File: config.mk
export PLATFORM = sky130hd
export DESIGN_NAME = pipe_hazard_ctrl
export DESIGN_NICKNAME = d
export VERILOG_FILES = /design/src/rtl/pipe_ctrl_pkg.sv /design/src/rtl/hilo_seq.sv /design/src/rtl/pipe_hazard_ctrl.sv
export SDC_FILE = /design/constraint.sdc
export NUM_CORES = 1
export LEC_CHECK = 0
export BUFFER_PORTS_ARGS = -buffer_cell sky130_fd_sc_hd__buf_2
export CORE_ASPECT_RATIO = 0.5
export CORE_MARGIN = 3
export CORE_UTILIZATION = 45
export DETAILED_ROUTE_END_ITERATION = 7
export PLACE_DENSITY = 0.78
export SLEW_MARGIN = 0
export SYNTH_ARGS = -nofsm -noshare
export SYNTH_HDL_FRONTEND = slang
export SYNTH_SLANG_ARGS = --single-unit
File: constraint.sdc
create_clock -name clk -period 3.8 [get_ports clk]
set_input_delay 0.19 -clock clk [delete_from_list [all_inputs] [get_ports clk]]
set_output_delay 0.19 -clock clk [all_outputs]
set_load 0.01 [all_outputs]
File: src/rtl/pipe_ctrl_pkg.sv
// Shared types and constants for the pipeline hazard / HI/LO sequencing controller.
package pipe_ctrl_pkg;

    // HI/LO unit sequencing states.
    typedef enum logic [1:0] {
        IDLE     = 2'd0,
        MUL_BUSY = 2'd1,
        MUL_DONE = 2'd2
    } hilo_state_e;

    // Architectural zero register; a load targeting it never creates a hazard.
    localparam logic [4:0] REG_ZERO = 5'd0;

    // Default HI/LO unit occupancy per multiply (legal 2..15).
    localparam int MUL_CYCLES_DEF = 4;

    // Width of the multiply countdown (enough for MUL_CYCLES up to 15).
    localparam int MUL_CNT_W = 4;

    // True when a source operand is actually read and names the given destination.
    function automatic logic src_match(
        input logic       uses,
        input logic [4:0] src,
        input logic [4:0] dst
    );
        return uses & (src == dst);
    endfunction

endpackage

File: src/rtl/hilo_seq.sv
// HI/LO unit sequencer: tracks an in-flight MULTU/MADDU and emits a one-cycle
// commit strobe when the result is written to HI/LO.
module hilo_seq
    import pipe_ctrl_pkg::*;
#(
    parameter int MUL_CYCLES = MUL_CYCLES_DEF
) (
    input  logic clk,
    input  logic rst,
    input  logic start,
    output logic busy,
    output logic we
);

    // The start cycle itself is spent in IDLE and the commit cycle in
    // MUL_DONE, so only MUL_CYCLES-2 cycles remain for MUL_BUSY.
    localparam logic [MUL_CNT_W-1:0] CNT_LOAD = MUL_CNT_W'(MUL_CYCLES - 2);

    hilo_state_e          state_r;
    hilo_state_e          state_s;
    logic [MUL_CNT_W-1:0] cnt_r;
    logic [MUL_CNT_W-1:0] cnt_s;
    logic                 busy_r;
    logic                 we_r;

    // State, countdown and decoded status flags; reset abandons any multiply.
    always_ff @(posedge clk or negedge rst) begin
        if (!rst) begin
            state_r <= IDLE;
            cnt_r   <= {MUL_CNT_W{1'b0}};
            busy_r  <= 1'b0;
            we_r    <= 1'b0;
        end else begin
            state_r <= state_s;
            cnt_r   <= cnt_s;
            busy_r  <= (state_s != IDLE);
            we_r    <= (state_s == MUL_DONE);
        end
    end

    // Next-state and countdown logic; a start outside IDLE is ignored.
    always_comb begin
        state_s = state_r;
        cnt_s   = cnt_r;
        case (state_r)
            IDLE: begin
                if (start) begin
                    cnt_s = CNT_LOAD;
                    if (CNT_LOAD == {MUL_CNT_W{1'b0}}) begin
                        state_s = MUL_DONE;
                    end else begin
                        state_s = MUL_BUSY;
                    end
                end else begin
                    state_s = IDLE;
                end
            end
            MUL_BUSY: begin
                if (cnt_r <= {{(MUL_CNT_W-1){1'b0}}, 1'b1}) begin
                    cnt_s   = {MUL_CNT_W{1'b0}};
                    state_s = MUL_DONE;
                end else begin
                    cnt_s   = cnt_r - {{(MUL_CNT_W-1){1'b0}}, 1'b1};
                    state_s = MUL_BUSY;
                end
            end
            MUL_DONE: begin
                cnt_s   = {MUL_CNT_W{1'b0}};
                state_s = IDLE;
            end
            default: begin
                cnt_s   = {MUL_CNT_W{1'b0}};
                state_s = IDLE;
            end
        endcase
    end

    assign busy = busy_r;
    assign we   = we_r;

endmodule

File: src/rtl/pipe_hazard_ctrl.sv
// Hazard and sequencing controller for the 5-stage pipeline: load-use stalls,
// wrong-path squash on taken branches/jumps, and HI/LO dependency stalls.
module pipe_hazard_ctrl
    import pipe_ctrl_pkg::*;
#(
    parameter int MUL_CYCLES = MUL_CYCLES_DEF,
    parameter int CNT_W      = 32
) (
    input  logic             clk,
    input  logic             rst,
    input  logic [4:0]       id_rs,
    input  logic [4:0]       id_rt,
    input  logic             id_uses_rs,
    input  logic             id_uses_rt,
    input  logic             id_is_hilo,
    input  logic             ex_MemRead,
    input  logic [4:0]       ex_rt,
    input  logic             ex_mul_start,
    input  logic             ex_branch_taken,
    input  logic             ex_Jump,
    output logic             pc_en,
    output logic             ifid_en,
    output logic             ifid_flush,
    output logic             idex_flush,
    output logic             hilo_busy,
    output logic             hilo_we,
    output logic [CNT_W-1:0] stall_cycles
);

    logic             hilo_busy_s;
    logic             hilo_we_s;
    logic             load_use_s;
    logic             hilo_stall_s;
    logic             redirect_s;
    logic             pc_en_s;
    logic             ifid_en_s;
    logic             ifid_flush_s;
    logic             idex_flush_s;
    logic [CNT_W-1:0] stall_cnt_r;

    // A redirect in EX does not abort a multiply: the older MULTU/MADDU is
    // architecturally committed regardless of what follows it.
    hilo_seq #(
        .MUL_CYCLES (MUL_CYCLES)
    ) u_hilo_seq (
        .clk   (clk),
        .rst   (rst),
        .start (ex_mul_start),
        .busy  (hilo_busy_s),
        .we    (hilo_we_s)
    );

    // Hazard detection terms.
    always_comb begin
        load_use_s   = ex_MemRead & (ex_rt != REG_ZERO) &
                       (src_match(id_uses_rs, id_rs, ex_rt) |
                        src_match(id_uses_rt, id_rt, ex_rt));
        hilo_stall_s = id_is_hilo & hilo_busy_s;
        redirect_s   = ex_branch_taken | ex_Jump;
    end

    // Pipeline control priority: reset, then redirect, then stall, else run.
    always_comb begin
        pc_en_s      = 1'b0;
        ifid_en_s    = 1'b0;
        ifid_flush_s = 1'b1;
        idex_flush_s = 1'b1;
        if (!rst) begin
            pc_en_s      = 1'b0;
            ifid_en_s    = 1'b0;
            ifid_flush_s = 1'b1;
            idex_flush_s = 1'b1;
        end else if (redirect_s) begin
            // ID holds a wrong-path instruction, so any stall it caused is moot.
            pc_en_s      = 1'b1;
            ifid_en_s    = 1'b1;
            ifid_flush_s = 1'b1;
            idex_flush_s = 1'b1;
        end else if (load_use_s | hilo_stall_s) begin
            pc_en_s      = 1'b0;
            ifid_en_s    = 1'b0;
            ifid_flush_s = 1'b0;
            idex_flush_s = 1'b1;
        end else begin
            pc_en_s      = 1'b1;
            ifid_en_s    = 1'b1;
            ifid_flush_s = 1'b0;
            idex_flush_s = 1'b0;
        end
    end

    // Saturating count of cycles in which the PC was held.
    always_ff @(posedge clk or negedge rst) begin
        if (!rst) begin
            stall_cnt_r <= {CNT_W{1'b0}};
        end else if (!pc_en_s && (stall_cnt_r != {CNT_W{1'b1}})) begin
            stall_cnt_r <= stall_cnt_r + {{(CNT_W-1){1'b0}}, 1'b1};
        end else begin
            stall_cnt_r <= stall_cnt_r;
        end
    end

    assign pc_en        = pc_en_s;
    assign ifid_en      = ifid_en_s;
    assign ifid_flush   = ifid_flush_s;
    assign idex_flush   = idex_flush_s;
    assign hilo_busy    = hilo_busy_s;
    assign hilo_we      = hilo_we_s;
    assign stall_cycles = stall_cnt_r;

endmodule

==> results of run 1 <==
[layer usage]
layer / share of wire [%] / global-route usage (%) / wire length [um]
met1: 43 / 20.1 / 2170
met5: 0 / 0 / 0
met3: 5.0 / 4.63 / 255
met4: 1.2 / 6.17 / 60
met2: 51 / 33.1 / 2600
[path summary, 6_finish.rpt]
path,from,end,cells after the start
min reg2reg,stall_cycles[11],stall_cycles[11],1
max,stall_cycles[0],stall_cycles[1],7
max reg2reg,stall_cycles[0],stall_cycles[1],7
min,rst,stall_cycles[18],2
max in group asynchronous,rst,stall_cycles[6],2
min in group clk,ex_mul_start,u_hilo_seq.cnt_r[1],3
[layout by cell type, fill, tap and decap left out, types with 2 or more instances in the layout]
master    count
nor3_1       11
nand2_1      16
buf_2        61
and4_1        4
inv_1         3
dfrtp_1      40
xnor2_1      14
o21ai_0       2
nand4_1       8
clkbuf_1      2
nand4b_1      5
a21oi_1       4
nor4_1        8
nor3b_2       4
ha_1          3
and2_1        3
nand3_1      12
and3_1        5
nand2b_1      3
and4_4        2
xor2_1       27
nor4_2        2
clkbuf_8      6
nor2_1       14
[final cells by class]
cell class                 instances  area, um^2
multi-input combinational        161        1130
fill                             410        1950
sequential                        40        1000
tap                               66        82.6
timing repair buffer              62         313
inverter                           3        11.3
clock buffer                       8        90.1
[logic make-up (layout without fill, tap and decap cells)]
| kind of cell | after synthesis | after routing | synth area share (%) |
|---|---|---|---|
| muxes | 1 | 1 | 0.677 |
| AOI/OAI and AO/OA | 11 | 11 | 3.56 |
| buffers and inverters | 12 | 73 | 3.84 |
| adders and majority gates | 3 | 3 | 1.69 |
| DFF | 40 | 40 | 45.2 |
| and+or+nand+nor | 105 | 105 | 28.9 |
| xor gates and xnor gates | 41 | 41 | 16.2 |
[per-stage QoR]
| stage | hold slack, ns | total power, mW | setup slack, ns | instances |
|---|---|---|---|---|
| after floorplan | -0.106 | 0.879 | 1.85 | 213 |
| after global placement | 0.319 | 1.02 | 1.41 | 332 |
| after detailed placement | 0.324 | 1.04 | 1.36 | 332 |
| after global routing | 0.0188 | 1.42 | 1.04 | 340 |
| final | -0.0180 | 1.33 | 1.23 | 340 |
| after CTS | 0.00781 | 1.34 | 1.29 | 340 |
[worst max-delay path, stage by stage (launching register included)]
cell     delay [ns]
dfrtp_1        0.43
ha_1           0.22
and3_1         0.23
nand3_1        0.17
nor3b_2        0.27
and2_1         0.61
nor2_1         0.18
mux2_4         0.34
[power by group through the flow]
stage | Sequential (mW) | Clock, mW | Combinational, mW
after floorplan | 0.660 | 0 | 0.220
final | 0.648 | 0.290 | 0.390
after global placement | 0.642 | 0 | 0.376
after detailed placement | 0.650 | 0 | 0.395
after CTS | 0.645 | 0.298 | 0.397
after global routing | 0.664 | 0.322 | 0.435
[flip-flops by register name (all words and copies together) (netlist names)]
| name | flops |
|---|---|
| u_hilo_seq.we | 1 |
| u_hilo_seq.cnt_r | 4 |
| stall_cycles | 32 |
| u_hilo_seq.state_r | 2 |
| u_hilo_seq.busy | 1 |
==> flow_metrics.tcl, run 1 <==
set metrics [dict create \
    placed_cell_area_um2 2540 \
    antenna_found_initial 0 \
    yosysMostFrequentCell "dfrtp_1" \
    grt.overflow.total 0 \
    setup_tns_ns 0 \
    first_pass_iters 6 \
    yosys-top-cells-area "dfrtp_1 (45%), xor2_1 (11%), xnor2_1 (5.5%)" \
    die-height_um 55.6 \
    cts_sinks 40 \
    grt_max_degree 42 \
    ys_types 39 \
    tritoncts "built" \
    io_pins 62 \
    die_area_um2 5850 \
    seq_power_share_pct 48.8 \
    routabilityCongestion 0.788 \
    fin_crit_sh_pct 67.5 \
    status "finished with violations" \
    hold_buffers 0 \
    utilization_pct 57.5 \
    worst_pin_slew_ns 0.838 \
    p_switching_uw 480 \
    violations "hold timing" \
    cts_htree_levels 2 \
    cts-root-buf "clkbuf_8" \
    clk_pin_slew_ns 0.08 \
    swShare_pct 36.1 \
    wl_per_cell_um 15.0 \
    synth_area_leader_cell "dfrtp_1" \
    synth_top_area_share_pct 45.2 \
    synth_cells 213 \
    crit_type "reg -> reg" \
    grtUsageTotal_pct 17.9 \
    rows 17 \
    maxSlewViolCount 0 \
    syn2layout_area_growth_pct 18.6 \
    maxCapViolations 0 \
    hpwl_mm 3.64 \
    wirelength_mm 5.09 \
    internal_power_uw 849 \
    via_count 1840 \
    worstSetupEndpointType "register" \
    power_density_nw_per_um2 506 \
    hp-class "in -> async" \
    grt_pass1_wl_mm 8.40 \
    cts_resized 0 \
    ys_ff_latch 40 \
    r2r_slack_ns 1.23 \
    cp_max_fo 16 \
    critPathRequiredTime_ns 3.98 \
    drc 0 \
    min_period_ns 2.57 \
    pwr-share-comb_pct 29.4 \
    io_buffers 61 \
    synth_common_cells "dfrtp_1 (40), xor2_1 (27), nand2_1 (16)" \
    cts_made_buffers 5 \
    start_kind "register" \
    diodes 0 \
    final_area_um2 2630 \
    p_leak_nw 1.22 \
    core_um2 4570 \
    netlist_area_um2 2220 \
    drt_iter0_drc 84 \
    rsz0062_at_grt "no" \
    pwr-share-clk_pct 21.9 \
    synth_ff_type "dfrtp_1" \
    crit_arrival_ns 2.74 \
    via_per_inst 5.41 \
    fin_nets 300 \
    grt_pass1_vias 1795 \
    die-width_um 105 \
    clk_latency_ns 0.29 \
    clock-skew-final_ns 0.00570 \
    fmax_mhz 390 \
    slew_headroom_pct 44.0 \
    synth-edff-count 0 \
    synth_nets 240 \
    drtAntennaViolNets 0 \
    yosysSeqAreaShare_pct 45.2 \
    ir_drop_uv 254 \
    syn-mean-instance-area_um2 10.4 \
    holdWs_ns -0.0180 \
    ys_warn_count 0 \
    finalSetupViolCount 0 \
    final_layout_size_suffix_gt1_share_pct 29.9 \
    clock_path_buffers 2 \
    async_flop_share_pct 100 \
    hold_violations 14 \
    cts_post_setup_buffers_inserted 0 \
    initial_core_util_pct 48.5 \
]
Note: power is estimated with default switching activity, not from simulation.
==> run 2: changes to the inputs <==
--- a/config.mk
+++ b/config.mk
@@ -5,12 +5,13 @@
 export SDC_FILE = /design/constraint.sdc
 export NUM_CORES = 1
 export LEC_CHECK = 0
+export ABC_AREA = 1
 export BUFFER_PORTS_ARGS = -buffer_cell sky130_fd_sc_hd__buf_2
 export CORE_ASPECT_RATIO = 0.5
 export CORE_MARGIN = 3
 export CORE_UTILIZATION = 45
 export DETAILED_ROUTE_END_ITERATION = 7
-export PLACE_DENSITY = 0.78
+export PLACE_DENSITY = 0.79
 export SLEW_MARGIN = 0
 export SYNTH_ARGS = -nofsm -noshare
 export SYNTH_HDL_FRONTEND = slang
==> constraint.sdc (replaced) <==
create_clock -name clk -period 2.17 [get_ports clk]
set_input_delay 0.1085 -clock clk [delete_from_list [all_inputs] [get_ports clk]]
set_output_delay 0.1085 -clock clk [all_outputs]
set_load 0.01 [all_outputs]
==> run 2 against run 1 <==
The flow now finishes without violations. Clock power grew to 2.6 times the previous value. Die area is 23% higher. Setup slack worse by 1.0 ns. Synthesized cell count is 93% higher. Utilization is 0.74 points higher. Largest power group unchanged. Flip-flop and latch count stayed put. Register-to-register slack worse by 1.0 ns. Count of clock-buffer cells in the layout is 2 lower. Final area is 27% higher. Sequential share of layout area is 8.1 points lower.
==> flow_metrics.tcl, run 2 <==
set metrics [dict create \
    status "finished, final reports clean" \
    final_layout_size_suffix_gt1_share_pct 18.2 \
    netlist_area_um2 2780 \
    grtUsageTotal_pct 19.4 \
    fin_nets 505 \
    tritoncts "built" \
    dp.cells 554 \
    start_kind "register" \
    finalSetupViolCount 0 \
    io_pins 62 \
    ys_ff_latch 40 \
    internal_power_mw 1.55 \
    syn-mean-instance-area_um2 6.75 \
    drtAntennaViolNets 0 \
    r2r-start "stall_cycles[1]" \
    drc 0 \
    drt_iter0_drc 143 \
    worstHoldPathCells 3 \
    synth_nets 439 \
    worstRegToRegCells 10 \
    die-width_um 117 \
    pwr-share-clk_pct 32.7 \
    yosysSeqAreaShare_pct 36.0 \
    synth_top_area_share_pct 36.0 \
    core_um2 5730 \
    routabilityCongestion 0.924 \
    place_ws_ns 0.259 \
    hp-class "in -> reg" \
    swShare_pct 33.3 \
    synth-compound-area-share_pct 1.71 \
    synthMuxAreaShare_pct 0 \
    grt_pass1_wl_mm 11.1 \
    layout_commonest_cell "nand2_1" \
    crit_arrival_ns 2.17 \
    syn2layout_area_growth_pct 19.8 \
    grt_pass1_vias 2504 \
    fin_ws_ns 0.223 \
    first_pass_iters 4 \
    synth_area_leader_cell "dfrtp_1" \
    final_cells 563 \
    cts-root-buf "clkbuf_16" \
    worstSetupEndpointType "register" \
    final_cell_mix "nand2_1 (152), buf_2 (61), inv_1 (48), nand3_1 (44), dfrtp_1 (40)" \
    synth_top_family_by_area "simple AND/OR/NAND/NOR gates" \
    placed_cell_area_um2 3170 \
    hp-start "ex_mul_start" \
    cp_max_fo 22 \
    clk_pin_slew_ns 0.06 \
    antenna_found_initial 0 \
    met1_usage_pct 26.8 \
    power_density_nw_per_um2 696 \
    seq_power_share_pct 41.5 \
    top_usage_layer "met2" \
    async_flop_share_pct 100 \
    rsz0062_at_grt "no" \
    wl_per_cell_um 11.7 \
    crit_type "reg -> reg" \
    rows 19 \
    critPathRequiredTime_ns 2.39 \
    maxCapViolations 0 \
    fin_crit_sh_pct 89.7 \
    ys_types 29 \
    p_switching_uw 773 \
    synth_ff_type "dfrtp_1" \
    synth-edff-count 0 \
    cts_sinks 40 \
    synth_common_cells "nand2_1 (152), inv_1 (48), nand3_1 (44)" \
    largest_reg_flops 32 \
    die_area_um2 7220 \
    grt_max_degree 43 \
    via_count 2762 \
    grt.overflow.total 0 \
    pwr-share-comb_pct 25.8 \
    cts_made_buffers 5 \
    hpwl_mm 5.14 \
    ir_drop_uv 433 \
    synth_xor_area_share_pct 7.24 \
    fmax_mhz 514 \
    die-height_um 61.6 \
    initial_core_util_pct 48.6 \
    maxSlewViolCount 0 \
    via_per_inst 4.91 \
    slew_headroom_pct 66.4 \
    clock_path_buffers 2 \
    wirelength_mm 6.61 \
    met2_usage_pct 31.5 \
    synthSimpleGateAreaFrac_pct 43.7 \
    hold_violations 0 \
    cts_resized 0 \
    clk_latency_ns 0.28 \
    clock-skew-final_ns 0.00464 \
    ys_warn_count 0 \
    p_total_mw 2.32 \
    gr-usage-met3_pct 4.81 \
    io_buffers 61 \
    crit_start "stall_cycles[1]" \
    final_area_um2 3330 \
    synth_cells 412 \
    yosys-top-cells-area "dfrtp_1 (36%), nand2_1 (21%), nand3_1 (7.9%)" \
    synthAdderAreaFrac_pct 1.35 \
    cts_htree_levels 2 \
    worst_pin_slew_ns 0.501 \
    min_period_ns 1.95 \
    diodes 0 \
    p_leak_nw 1.80 \
    setup_tns_ns 0 \
    yosysMostFrequentCell "nand2_1" \
]
==> run 2: final timing paths <==
check / endpoint / slack, ns
setup / recovery: stall_cycles[10] / 0.22
hold / removal: u_hilo_seq.cnt_r[1] / 0.09
setup reg to reg: stall_cycles[10] / 0.22
hold reg to reg: u_hilo_seq.busy / 0.50
max in group asynchronous: stall_cycles[7] / 1.34
min in group asynchronous: stall_cycles[29] / 0.48
==> run 2: cell families (layout without fill, tap and decap cells) <==
group,Yosys count,count (layout)
fa+ha+maj,3,3
compound gates,9,9
flops,40,40
simple gates,276,276
buf+inv,61,128
xor+xnor,23,23
==> run 2: layout make-up <==
type                            instances  area [um^2]
Inverter                               51          191
Sequential cell                        40         1000
Fill cell                             547         2390
Clock buffer                            6          139
Multi-Input combinational cell        311         1500
Tap cell                               84          105
Clock inverter                          2         15.0
Timing Repair Buffer                   69          380
==> run 2: what timing repair did <==
| item | 4_1_cts | 5_1_grt |
|---|---|---|
| hold buffers | 1 | 0 |
| setup buffers | 0 | 0 |
| endpoints found under the hold margin | 40 | 0 |
==> run 2: critical path, stage by stage, from the launching register on <==
cell and delay (ns):
dfrtp_1 0.40, ha_1 0.27, nand3_4 0.14, nor2_4 0.17, nand3_2 0.10, nor2_2 0.11
nand3_2 0.17, nand2_2 0.21, buf_12 0.18, nand2_1 0.06, nand2_1 0.06
==> run 2: per-layer routing <==
| metal | share of wire [%] | wire length [um] |
|---|---|---|
| met4 | 0.21 | 14 |
| met3 | 5.4 | 359 |
| met1 | 50 | 3320 |
| met5 | 0 | 0 |
| met2 | 44 | 2920 |
==> run 2: power by group through the flow <==
stage          clock network [mW]  logic, mW  registers (mW)
6_report                    0.758      0.598           0.964
2_1_floorplan                   0      0.390           0.992
5_1_grt                     0.800      0.693           0.986
3_3_place_gp                    0      0.596           0.974
4_1_cts                     0.773      0.606           0.965
3_5_place_dp                    0      0.601           0.978
==> run 2: metrics by stage <==
step | hold slack [ns] | utilization [%]
6_report | 0.0904 | 58.2
5_1_grt | 0.106 | 58.2
4_1_cts | 0.0835 | 58.2
3_5_place_dp | 0.257 | 55.3
3_3_place_gp | 0.258 | 55.3
2_1_floorplan | -0.187 | -
==> run 3: changes to the inputs <==
--- a/config.mk
+++ b/config.mk
@@ -5,13 +5,12 @@
 export SDC_FILE = /design/constraint.sdc
 export NUM_CORES = 1
 export LEC_CHECK = 0
-export ABC_AREA = 1
 export BUFFER_PORTS_ARGS = -buffer_cell sky130_fd_sc_hd__buf_2
 export CORE_ASPECT_RATIO = 0.5
 export CORE_MARGIN = 3
 export CORE_UTILIZATION = 45
 export DETAILED_ROUTE_END_ITERATION = 7
-export PLACE_DENSITY = 0.79
+export PLACE_DENSITY = 0.81
 export SLEW_MARGIN = 0
 export SYNTH_ARGS = -nofsm -noshare
 export SYNTH_HDL_FRONTEND = slang
==> run 3 against run 2 <==
Flip-flop and latch count stayed put. First-iteration DRC count is 26% lower. Setup slack got worse by 0.078 ns. Critical path depth is 2 lower. Via count is 35% lower. Sequential share of layout area grew 6.8 points. Count of clock-buffer cells in the layout did not move. Total power up 4.1%. Global-route usage down 1.5 points. Wire length decreased by 25%. Die area is 19% lower. Critical path type unchanged. Critical endpoint is now stall_cycles[17]. Highest routed layer unchanged.
==> flow_metrics.tcl, run 3 (synthesis results as in run 1) <==
set metrics [dict create \
    status "finished, final reports clean" \
    final_cell_mix "buf_2 (61), dfrtp_1 (40), xor2_1 (27), nand2_1 (16)" \
    hpwl_mm 3.66 \
    cts_made_buffers 5 \
    die-height_um 55.6 \
    largest_reg_flops 32 \
    min_period_ns 2.02 \
    tritoncts "built" \
    grt_pass1_vias 1808 \
    p_leak_nw 1.26 \
    fin_nets 307 \
    slowest_stage "dfrtp_1" \
    cts_post_setup_buffers_inserted 0 \
    grt.overflow.total 0 \
    worst_pin_slew_ns 0.505 \
    final_area_um2 2720 \
    p_switching_uw 829 \
    syn2layout_area_growth_pct 22.8 \
    hp-class "in -> reg" \
    placed_cell_area_um2 2590 \
    pwr-share-clk_pct 24.5 \
    top_usage_layer "met2" \
    drtAntennaViolNets 0 \
    seq_power_share_pct 46.3 \
    routabilityCongestion 0.787 \
    antenna_found_initial 0 \
    die_area_um2 5850 \
    cp_max_fo 12 \
    core_um2 4570 \
    rsz0062_at_grt "no" \
    die-width_um 105 \
    ir_drop_uv 478 \
    critPathRequiredTime_ns 2.39 \
    internal_power_mw 1.59 \
    grt_pass1_wl_mm 8.51 \
    cpPeakStageDelay_ns 0.42 \
    io_buffers 61 \
    utilization_pct 59.5 \
    maxSlewViolCount 0 \
    slew_headroom_pct 66.3 \
    fmax_mhz 494 \
    holdWs_ns 0.0799 \
    cts_htree_levels 2 \
    crit_type "reg -> reg" \
    clock-skew-final_ns 0.00886 \
    final_layout_size_suffix_gt1_share_pct 32.4 \
    via_per_inst 5.19 \
    via_count 1801 \
    cts_sinks 40 \
    worstSetupEndpointType "register" \
    initial_core_util_pct 48.5 \
    finalSetupViolCount 0 \
    power_density_nw_per_um2 888 \
    start_kind "register" \
    wirelength_mm 4.96 \
    drt_iter0_drc 106 \
    crit_chain "ha_1, and3_1, nand3_1, nor3b_2, and2_2, buf_12, nor4_1, xor2_1" \
    met2_usage_pct 28.7 \
    grt_max_degree 42 \
    first_pass_iters 4 \
    diodes 0 \
    rows 17 \
    fin_crit_sh_pct 93.3 \
    maxCapViolations 0 \
    p_total_mw 2.41 \
    pwr-share-comb_pct 29.2 \
    grtUsageTotal_pct 17.9 \
    clk_pin_slew_ns 0.08 \
    cts-root-buf "clkbuf_8" \
    layout_commonest_cell "buf_2" \
    gr-usage-met3_pct 5.10 \
    clock_path_buffers 2 \
    crit_arrival_ns 2.25 \
    drc 0 \
    clk_latency_ns 0.29 \
    wl_per_cell_um 14.3 \
    hold_violations 0 \
    nFillCells 382 \
    io_pins 62 \
    setup_tns_ns 0 \
    met1_usage_pct 23.3 \
    swShare_pct 34.3 \
]
-- run 3: cell type report --
| type | count | area, um^2 | area share [%] |
|---|---|---|---|
| inverter | 3 | 11.3 | 0.414 |
| timing repair buffer | 69 | 380 | 14.0 |
| tap | 66 | 82.6 | 3.04 |
| sequential | 40 | 1000 | 36.8 |
| clock buffer | 6 | 72.6 | 2.67 |
| multi-input combinational | 161 | 1140 | 41.8 |
| clock inverter | 2 | 35.0 | 1.29 |
-- run 3: power by group through the flow --
stage	clock [mW]	combinational [mW]	sequential, mW
3_5_place_dp	0	0.708	1.13
4_1_cts	0.605	0.718	1.12
2_1_floorplan	0	0.385	1.16
6_report	0.591	0.705	1.12
5_1_grt	0.644	0.797	1.14
3_3_place_gp	0	0.687	1.12
-- run 3: critical path, delay by kind of cell (launching register included) --
kind	cells	cell delay (ns)
adders and majority gates	1	0.22
DFF	1	0.42
and+or+nand+nor	5	0.97
xor gates and xnor gates	1	0.17
buffers and inverters	1	0.15
-- run 3: worst paths after layout --
| check | from | end | slack, ns | cells past startpoint |
|---|---|---|---|---|
| min | ex_mul_start | u_hilo_seq.cnt_r[1] | 0.08 | 3 |
| min in group asynchronous | rst | stall_cycles[16] | 0.44 | 3 |
| min reg2reg | stall_cycles[15] | stall_cycles[15] | 0.48 | 1 |
| max in group asynchronous | rst | stall_cycles[24] | 1.36 | 3 |
| max reg2reg | stall_cycles[1] | stall_cycles[17] | 0.15 | 8 |
| max | stall_cycles[1] | stall_cycles[17] | 0.15 | 8 |
-- run 3: stage by stage --
stage          instances  setup WS, ns
5_1_grt              347        0.0198
4_1_cts              347         0.117
3_3_place_gp         338         0.210
2_1_floorplan        213         0.221
3_5_place_dp         338         0.125
6_report             347         0.145
-- run 3: timing repair --
action | 4_1_cts | 5_1_grt
hold buffers | 1 | 0
hold endpoints to repair | 40 | 0
endpoints found under the setup margin | 0 | 8
resized for setup | 0 | 2
-- run 3: layer usage --
| layer | share of wire (%) | wire length (um) |
|---|---|---|
| met5 | 0 | 0 |
| met4 | 1.1 | 54 |
| met3 | 5.5 | 274 |
| met2 | 48 | 2380 |
| met1 | 45 | 2250 |
